File: src/rtl/code_entry_tx_if.sv
// code_entry_tx_if: keypad-side request lines and security-side serial/status lines
interface code_entry_tx_if #(
  parameter int CODE_W = 4,
  parameter int TRY_W  = 2
);
  logic              S;
  logic              start;
  logic              panic;
  logic [CODE_W-1:0] code;
  logic              X;
  logic              busy;
  logic              done;
  logic [TRY_W-1:0]  tries;
  logic              lock_out;
  modport master (output S, start, panic, code, input X, busy, done, tries, lock_out);
  modport slave  (input S, start, panic, code, output X, busy, done, tries, lock_out);
endinterface

File: src/rtl/code_entry_tx.sv
// code_entry_tx: serial code-entry transmitter with attempt lockout; CODE_ENTRY_PANIC_EN adds a panic frame
module code_entry_tx #(
  parameter int CODE_W  = 4,
  parameter int GAP_LEN = 2,
  parameter int MAX_TRY = 3,
  parameter int TRY_W   = 2
) (
  input logic            U,
  input logic            R,
  code_entry_tx_if.slave bus
);
  localparam int CNT_W = $clog2(CODE_W + GAP_LEN + 4);
  typedef enum logic [2:0] {IDLE, SEND, CONF, GAP, PANIC} state_t;
  state_t            state_q;
  logic [CODE_W-1:0] sh_q;
  logic [CNT_W-1:0]  cnt_q;
  logic [TRY_W-1:0]  tries_q;
  logic              x_q, busy_q, done_q, lock;
`ifdef CODE_ENTRY_PANIC_EN
  logic              pgap_q;
`endif
  assign lock         = tries_q == TRY_W'(MAX_TRY);
  assign bus.X        = x_q;
  assign bus.busy     = busy_q;
  assign bus.done     = done_q;
  assign bus.tries    = tries_q;
  assign bus.lock_out = lock;
  // Frame sequencer: SEND shifts the latched code MSB first, then confirm bit, guard gap, back to IDLE
  always_ff @(posedge U) begin
    done_q <= 1'b0;
    if (R || !bus.S) begin
      state_q <= IDLE;
      sh_q    <= '0;
      cnt_q   <= '0;
      tries_q <= '0;
      x_q     <= 1'b0;
      busy_q  <= 1'b0;
`ifdef CODE_ENTRY_PANIC_EN
      pgap_q  <= 1'b0;
`endif
    end else begin
      case (state_q)
        IDLE: begin
`ifdef CODE_ENTRY_PANIC_EN
          if (bus.panic) begin
            state_q <= PANIC;
            x_q     <= 1'b1;
            busy_q  <= 1'b1;
            cnt_q   <= '0;
          end else
`endif
          if (bus.start && !lock) begin
            state_q <= SEND;
            x_q     <= bus.code[CODE_W-1];
            sh_q    <= bus.code << 1;
            busy_q  <= 1'b1;
            cnt_q   <= '0;
          end
        end
        SEND: begin
          if (cnt_q == CNT_W'(CODE_W - 1)) begin
            state_q <= CONF;
            x_q     <= 1'b0;
          end else begin
            x_q   <= sh_q[CODE_W-1];
            sh_q  <= sh_q << 1;
            cnt_q <= cnt_q + 1'b1;
          end
        end
        CONF: begin
          state_q <= GAP;
          cnt_q   <= '0;
        end
        GAP: begin
          if (cnt_q == CNT_W'(GAP_LEN - 1)) begin
            state_q <= IDLE;
            busy_q  <= 1'b0;
`ifdef CODE_ENTRY_PANIC_EN
            pgap_q  <= 1'b0;
            if (!pgap_q) begin
              done_q  <= 1'b1;
              tries_q <= lock ? tries_q : tries_q + 1'b1;
            end
`else
            done_q  <= 1'b1;
            tries_q <= lock ? tries_q : tries_q + 1'b1;
`endif
          end else begin
            cnt_q <= cnt_q + 1'b1;
          end
        end
`ifdef CODE_ENTRY_PANIC_EN
        PANIC: begin
          if (cnt_q == CNT_W'(2)) begin
            state_q <= GAP;
            x_q     <= 1'b0;
            cnt_q   <= '0;
            pgap_q  <= 1'b1;
          end else begin
            cnt_q <= cnt_q + 1'b1;
          end
        end
`endif
        default: state_q <= IDLE;
      endcase
    end
  end
endmodule

File: src/flat_wrapper.sv
// flat-port wrapper written by rule: the top's interface ports become plain ports
module code_entry_tx_flat 
#(
  parameter int CODE_W  = 4,
  parameter int GAP_LEN = 2,
  parameter int MAX_TRY = 3,
  parameter int TRY_W   = 2
)
  (U, R, bus_S, bus_start, bus_panic, bus_code, bus_X, bus_busy, bus_done, bus_tries, bus_lock_out);
  code_entry_tx_if #(.CODE_W(CODE_W), .TRY_W(TRY_W)) bus_i ();
  input logic U;
  input logic R;
  input wire logic [$bits(bus_i.S)-1:0] bus_S;
  input wire logic [$bits(bus_i.start)-1:0] bus_start;
  input wire logic [$bits(bus_i.panic)-1:0] bus_panic;
  input wire logic [$bits(bus_i.code)-1:0] bus_code;
  output wire logic [$bits(bus_i.X)-1:0] bus_X;
  output wire logic [$bits(bus_i.busy)-1:0] bus_busy;
  output wire logic [$bits(bus_i.done)-1:0] bus_done;
  output wire logic [$bits(bus_i.tries)-1:0] bus_tries;
  output wire logic [$bits(bus_i.lock_out)-1:0] bus_lock_out;
  assign bus_i.S = bus_S;
  assign bus_i.start = bus_start;
  assign bus_i.panic = bus_panic;
  assign bus_i.code = bus_code;
  assign bus_X = bus_i.X;
  assign bus_busy = bus_i.busy;
  assign bus_done = bus_i.done;
  assign bus_tries = bus_i.tries;
  assign bus_lock_out = bus_i.lock_out;
  code_entry_tx #(.CODE_W(CODE_W), .GAP_LEN(GAP_LEN), .MAX_TRY(MAX_TRY), .TRY_W(TRY_W)) u_core (.U(U), .R(R), .bus(bus_i));
endmodule
File: config.mk
export PLATFORM = sky130hd
export DESIGN_NAME = code_entry_tx_flat
export DESIGN_NICKNAME = d
export VERILOG_FILES = /design/src/rtl/code_entry_tx_if.sv /design/src/rtl/code_entry_tx.sv /design/src/flat_wrapper.sv
export SDC_FILE = /design/constraint.sdc
export NUM_CORES = 1
export LEC_CHECK = 0
export CORE_AREA = 5 5 47 49
export DETAILED_ROUTE_END_ITERATION = 6
export DIE_AREA = 0 0 52 54
export GPL_TIMING_DRIVEN = 0
export HOLD_SLACK_MARGIN = 0.06
export PLACE_DENSITY = 0.81
export SYNTH_ARGS = -nofsm -noshare
export SYNTH_HDL_FRONTEND = slang
export SYNTH_SLANG_ARGS = --single-unit
File: constraint.sdc
create_clock -name U -period 2.25 [get_ports U]
set_clock_uncertainty 0.15 [all_clocks]
set_input_delay 0.45 -clock U [delete_from_list [all_inputs] [get_ports U]]
set_output_delay 0.45 -clock U [all_outputs]
set_load 0.005 [all_outputs]
-- After elaboration in Yosys (flattened, before gate mapping)
Index checks and enable logic that the tools add are counted.
- logic and storage cells: 55
- register bits: 16
- output and inout bits: 6
- reduce and logical (&&, ||, !) cells: 15
- mux-type cells: 18
- eq/ne operators: 11
- bitwise operators: 2
- $add $sub $neg: 2
- operator list (operator ; number):
    4-bit 2-to-1 mux ; 5
    4-bit one-hot mux with 4 select lines ; 1
    3-bit one-hot mux with 4 select lines ; 1
    3-bit AND reduction ; 4
    3-bit 2-to-1 mux ; 3
    4-bit one-hot mux with 2 select lines ; 1
    3-bit by 2-bit == test with 1-bit output, second input constant ; 2
    2-bit by 1-bit inequality test with 1-bit output, second input constant ; 3
    1-bit 2-to-1 mux ; 5
    4-bit by 1-bit adder with 4-bit output, second input constant ; 1
    4-bit by 1-bit == test with 1-bit output, second input constant ; 1
    4-bit by 2-bit == test with 1-bit output, second input constant ; 1
    2-bit inequality test, second input constant ; 2
    1-bit one-hot mux with 2 select lines ; 2
    4-bit AND reduction ; 1
    2-bit nonzero test ; 2
    4-bit nonzero test ; 1
    3-bit by 1-bit == test with 1-bit output, second input constant ; 1
    3-bit zero test ; 1
    2-bit by 1-bit adder with 2-bit output, second input constant ; 1
    2-bit == test, second input constant ; 1
    1-bit zero test ; 2
    1-bit inverter ; 2
    2-bit AND reduction ; 1
    3 further kinds ; 3

-- Logic depth before layout (Yosys ltp)
Gate-level depths: netlist of run 1.
- depth after elaboration: 5
- gate-level depth with buffers: 6

-- Worst setup path after synthesis of run 1
Ideal clock, no wire load.
- path type: register to register
- start: reg u_core.state_q[0]
- end: reg u_core.cnt_q[3]
- path buffers: 0
- cell stages (with the launch flop): 6
- path slack: 0.339 ns
- data required time: 2.029 ns
- data arrival time: 1.690 ns
- clock period less this slack: 1.911 ns
- path through: dfxtp_1 > inv_1 > ha_1 > a221oi_4 > or4b_1 > a21oi_1
- cells in the longest elaborated chain, start to end: 3
- elaborated cells between the ends (all ways): 10
- those cells by class: eq/ne: 6; mux: 1; reduce/logical: 3
- ends and longest elaborated chain (item ; RTL line ; source):
    from (decl) ; code_entry_tx.sv:14 ; state_t state_q;
    from (signal assigned) ; code_entry_tx.sv:32 ; state_q <= IDLE;
    from (signal assigned) ; code_entry_tx.sv:53 ; state_q <= SEND;
    from (signal assigned) ; code_entry_tx.sv:62 ; state_q <= CONF;
    3-bit by 2-bit == test with 1-bit output (tied with other cells) ; code_entry_tx.sv:42 ; case (state_q)
    2-bit inequality test (no source line) (tied with other cells) ; n/a ;
    4-bit AND reduction (no source line) ; n/a ;
    to (signal assigned) ; code_entry_tx.sv:67 ; cnt_q <= cnt_q + 1'b1;
    to (signal assigned) ; code_entry_tx.sv:89 ; cnt_q <= cnt_q + 1'b1;
    to (decl) ; code_entry_tx.sv:16 ; logic [CNT_W-1:0] cnt_q;
Parallel ways exist; a longest one is shown, timed or not.
A chain may end at the register's enable or synchronous reset.

-- Final worst setup path of run 1
- start: reg u_core.state_q[1]
- end: reg u_core.cnt_q[3]
The elaborated chain is that of the path after synthesis.

==> results_dict.tcl, run 1 <==
set metrics [dict create \
    grt_pass1_wl_um 2760 \
    r2r_slack_ns 0.15 \
    clk_pin_slew_ns 0.09 \
    ys_types 30 \
    slew_viol_final 0 \
    grt_pass1_vias 641 \
    p_clk_share_pct 28.6 \
    regToRegStartpoint "u_core.state_q[1]" \
    relSlewSlack_pct 64.7 \
    final.setup.tns_ns 0 \
    comb_power_share_pct 19.0 \
    synthArstFlopShare_pct 0 \
    antenna_found_initial 0 \
    synth_area_leaders "dfxtp_1 (34%), ha_1 (15%), nor2_1 (4.6%), a211oi_1 (3.7%), o31ai_1 (3.7%)" \
    io-pin-count 15 \
    synth-seq-cells 14 \
    num_rows 16 \
    insertion_delay_ns 0.27 \
    nets 126 \
    ctsHoldBuffers 0 \
    syn_inst 88 \
    synth_area_um2 817 \
    die_area_um2 2810 \
    cap_violations 0 \
    grt_util_all_layers_pct 13.6 \
    dr.first_iter.drc_count 10 \
    cts_made_buffers 3 \
    avgRoutedWirePerCell_um 12.2 \
    cts_root_buffer "clkbuf_4" \
    critPathMaxFanout 7 \
    ys_seq_area_share_pct 34.3 \
    final_area_um2 1020 \
    synth_most_common_cell "dfxtp_1" \
    drc_errors 0 \
    start_util_pct 44.8 \
    cpLargestDelayFamily "simple AND/OR/NAND/NOR gates" \
    slowest_delay_ns 0.46 \
    core_um2 1820 \
    finalSetupViolations 0 \
    cp_data_required_time_ns 2.30 \
    syn_to_final_growth_pct 25.1 \
    p_sw_share_pct 26.9 \
    hpwlAfterDp_um 1240 \
    postLayoutSetupSlackWorst_ns 0.146 \
    fmax_mhz 475 \
    cp_num_buf_inv 1 \
    power.internal_uw 364 \
    worstSetupPathDepth 6 \
    totalWireLength_um 1610 \
    net-switching-power_uw 134 \
    yosysTopAreaCellShare_pct 34.3 \
    vias_per_cell 5.26 \
    dr.pass1.iters 4 \
    p_leak_nw 0.366 \
    setup.worst_path.end_class "flip-flop" \
    outcome "complete, no violations" \
    cts_tree "done" \
    layout_min_cycle_time_ns 2.10 \
    start_kind "flip-flop" \
    reg2regPathDepth 6 \
    synth_flop_cell "dfxtp_1" \
    dpl_cell_area_um2 981 \
    crit_arrival_ns 2.16 \
    seqPwrFrac_pct 52.4 \
    synth_edf_count 0 \
    syn-num-nets 107 \
    cpMaxStageDelayCell "or4b_1" \
    tightest_slew_ns 0.522 \
    power_density_nw_per_um2 487 \
    syn_avg_cell_area_um2 9.28 \
    hold_class "reg2reg" \
    num_antenna_cells 0 \
    drive_gt1_share_pct 7.62 \
    clk_path_buf_depth 2 \
    path_class "reg2reg" \
    yosysTopAreaCell "dfxtp_1" \
    ys_top_cells_by_count "dfxtp_1 (14), ha_1 (10), nor2_1 (10)" \
    ir_drop_v 0.000262 \
    gp_congestion 0.804 \
    vias 694 \
    worstReg2RegEnd "u_core.cnt_q[3]" \
    gr-total-overflow 0 \
    cp_cell_sequence "inv_1 -> ha_1 -> nor4bb_2 -> a221oi_4 -> or4b_1 -> a21oi_1" \
    final-hold-violation-count 0 \
    place_ws_ns -0.0279 \
    io_buffers 13 \
    die_y_um 54 \
    critPathLaunch "u_core.state_q[1]" \
    htreeDepth 1 \
    grt_max_degree 11 \
    yosys_warnings 0 \
    postRouteAntennaNets 0 \
    fill_cells 164 \
    final_util_pct 56.1 \
    period_share_pct 93.5 \
    rsz0062_at_grt "false" \
    cts_sinks 14 \
    critPathCapture "u_core.cnt_q[3]" \
    die_w_um 52 \
]
==> timing repair <==
action | CTS | global route
setup buffers | 0 | 1
endpoints found under the setup margin | 0 | 3
gates resized for setup | 0 | 2
==> tightest hold or removal path, cell delays in order (launching register included) <==
cell and delay, ns:
dfxtp_1 0.32, o31ai_1 0.06, a21oi_1 0.06
==> cell usage in the layout, fill, tap and decap left out, types with 3 or more instances in the layout <==
| cell | instances |
|---|---|
| nand2_1 | 6 |
| o31ai_1 | 4 |
| inv_1 | 3 |
| clkdlybuf4s50_1 | 13 |
| nor2b_1 | 3 |
| dfxtp_1 | 14 |
| nor2_1 | 10 |
| o21ai_0 | 5 |
| a21oi_1 | 4 |
| ha_1 | 10 |
| nor3_1 | 3 |
| a211oi_1 | 3 |
| clkbuf_4 | 3 |
==> metrics by stage <==
stage	power, mW	std cells	hold slack (ns)
final	0.498	132	0.323
after floorplan	0.326	88	0.286
after CTS	0.496	131	0.323
after global routing	0.524	132	0.380
after global placement	0.353	128	0.301
after detailed placement	0.356	128	0.311
==> cells by family (layout without fill, tap and decap cells) <==
group                    after synthesis  count (layout)  synth area share [%]
AND/OR/NAND/NOR                       36              36                  25.7
adder cells (fa/ha/maj)               10              10                  15.3
multiplexers                           2               2                  2.45
AO/OA/AOI/OAI                         21              21                  19.3
XOR/XNOR                               1               1                  1.07
buffers and inverters                  4              21                  1.84
flip-flops                            14              14                  34.3
==> layer usage <==
| metal | part of all wire [%] | wire, um | up-vias | track usage [%] |
|---|---|---|---|---|
| met5 | 0 | 0 | - | 0 |
| li1 | - | - | 361 | - |
| met4 | 0 | 0 | 0 | 9.17 |
| met1 | 48 | 772 | 321 | 16.7 |
| met3 | 3.5 | 56 | 0 | 2.49 |
| met2 | 49 | 783 | 12 | 21.8 |
==> registers in the layout (all words and copies together) (netlist names) <==
| register | cells |
|---|---|
| u_core.state_q | 2 |
| u_core.bus.X | 1 |
| u_core.bus.done | 1 |
| u_core.bus.tries | 2 |
| u_core.bus.busy | 1 |
| u_core.cnt_q | 4 |
| u_core.sh_q | 3 |
==> power groups by stage <==
stage               logic [mW]  registers [mW]  clock network [mW]
floorplan               0.0594           0.266                   0
global placement        0.0866           0.266                   0
detailed placement      0.0891           0.267                   0
CTS                     0.0896           0.261               0.145
global route             0.106           0.262               0.156
finish                  0.0948           0.261               0.142
==> worst min-delay path by stage <==
stage	endpoint	cells past startpoint	slack (ns)	start
floorplan	u_core.sh_q[1]	2	0.29	u_core.sh_q[1]
global placement	u_core.sh_q[1]	2	0.30	u_core.sh_q[1]
detailed placement	u_core.sh_q[1]	2	0.31	u_core.sh_q[1]
CTS	u_core.sh_q[1]	2	0.32	u_core.sh_q[1]
global route	u_core.bus.X	2	0.38	u_core.bus.X
finish	u_core.bus.busy	2	0.32	u_core.bus.busy
==> cell type report <==
type                    count  area, um^2  area share, %
inverters                   3        11.3           1.10
clock buffers               3        22.5           2.20
repair buffers             14         138           13.5
well taps                  27        33.8           3.30
plain buffers               1        3.75          0.367
multi-input cells          70         533           52.1
flip-flops and latches     14         280           27.4
(Power assumes the default switching activity.)
==> run 2: changes to the inputs <==
--- a/config.mk
+++ b/config.mk
@@ -5,6 +5,7 @@
 export SDC_FILE = /design/constraint.sdc
 export NUM_CORES = 1
 export LEC_CHECK = 0
+export CAP_MARGIN = 0
 export CORE_AREA = 5 5 47 49
 export DETAILED_ROUTE_END_ITERATION = 6
 export DIE_AREA = 0 0 52 54
==> results of run 2 <==
Same layout as run 1: the final DEF is identical, and so are final timing and power.
==> run 3: changes to the inputs <==
--- a/config.mk
+++ b/config.mk
@@ -15,3 +15,4 @@
 export SYNTH_ARGS = -nofsm -noshare
 export SYNTH_HDL_FRONTEND = slang
 export SYNTH_SLANG_ARGS = --single-unit
+export TNS_END_PERCENT = 100
==> results of run 3 <==
Same layout as run 1: the final DEF is identical, and so are final timing and power.
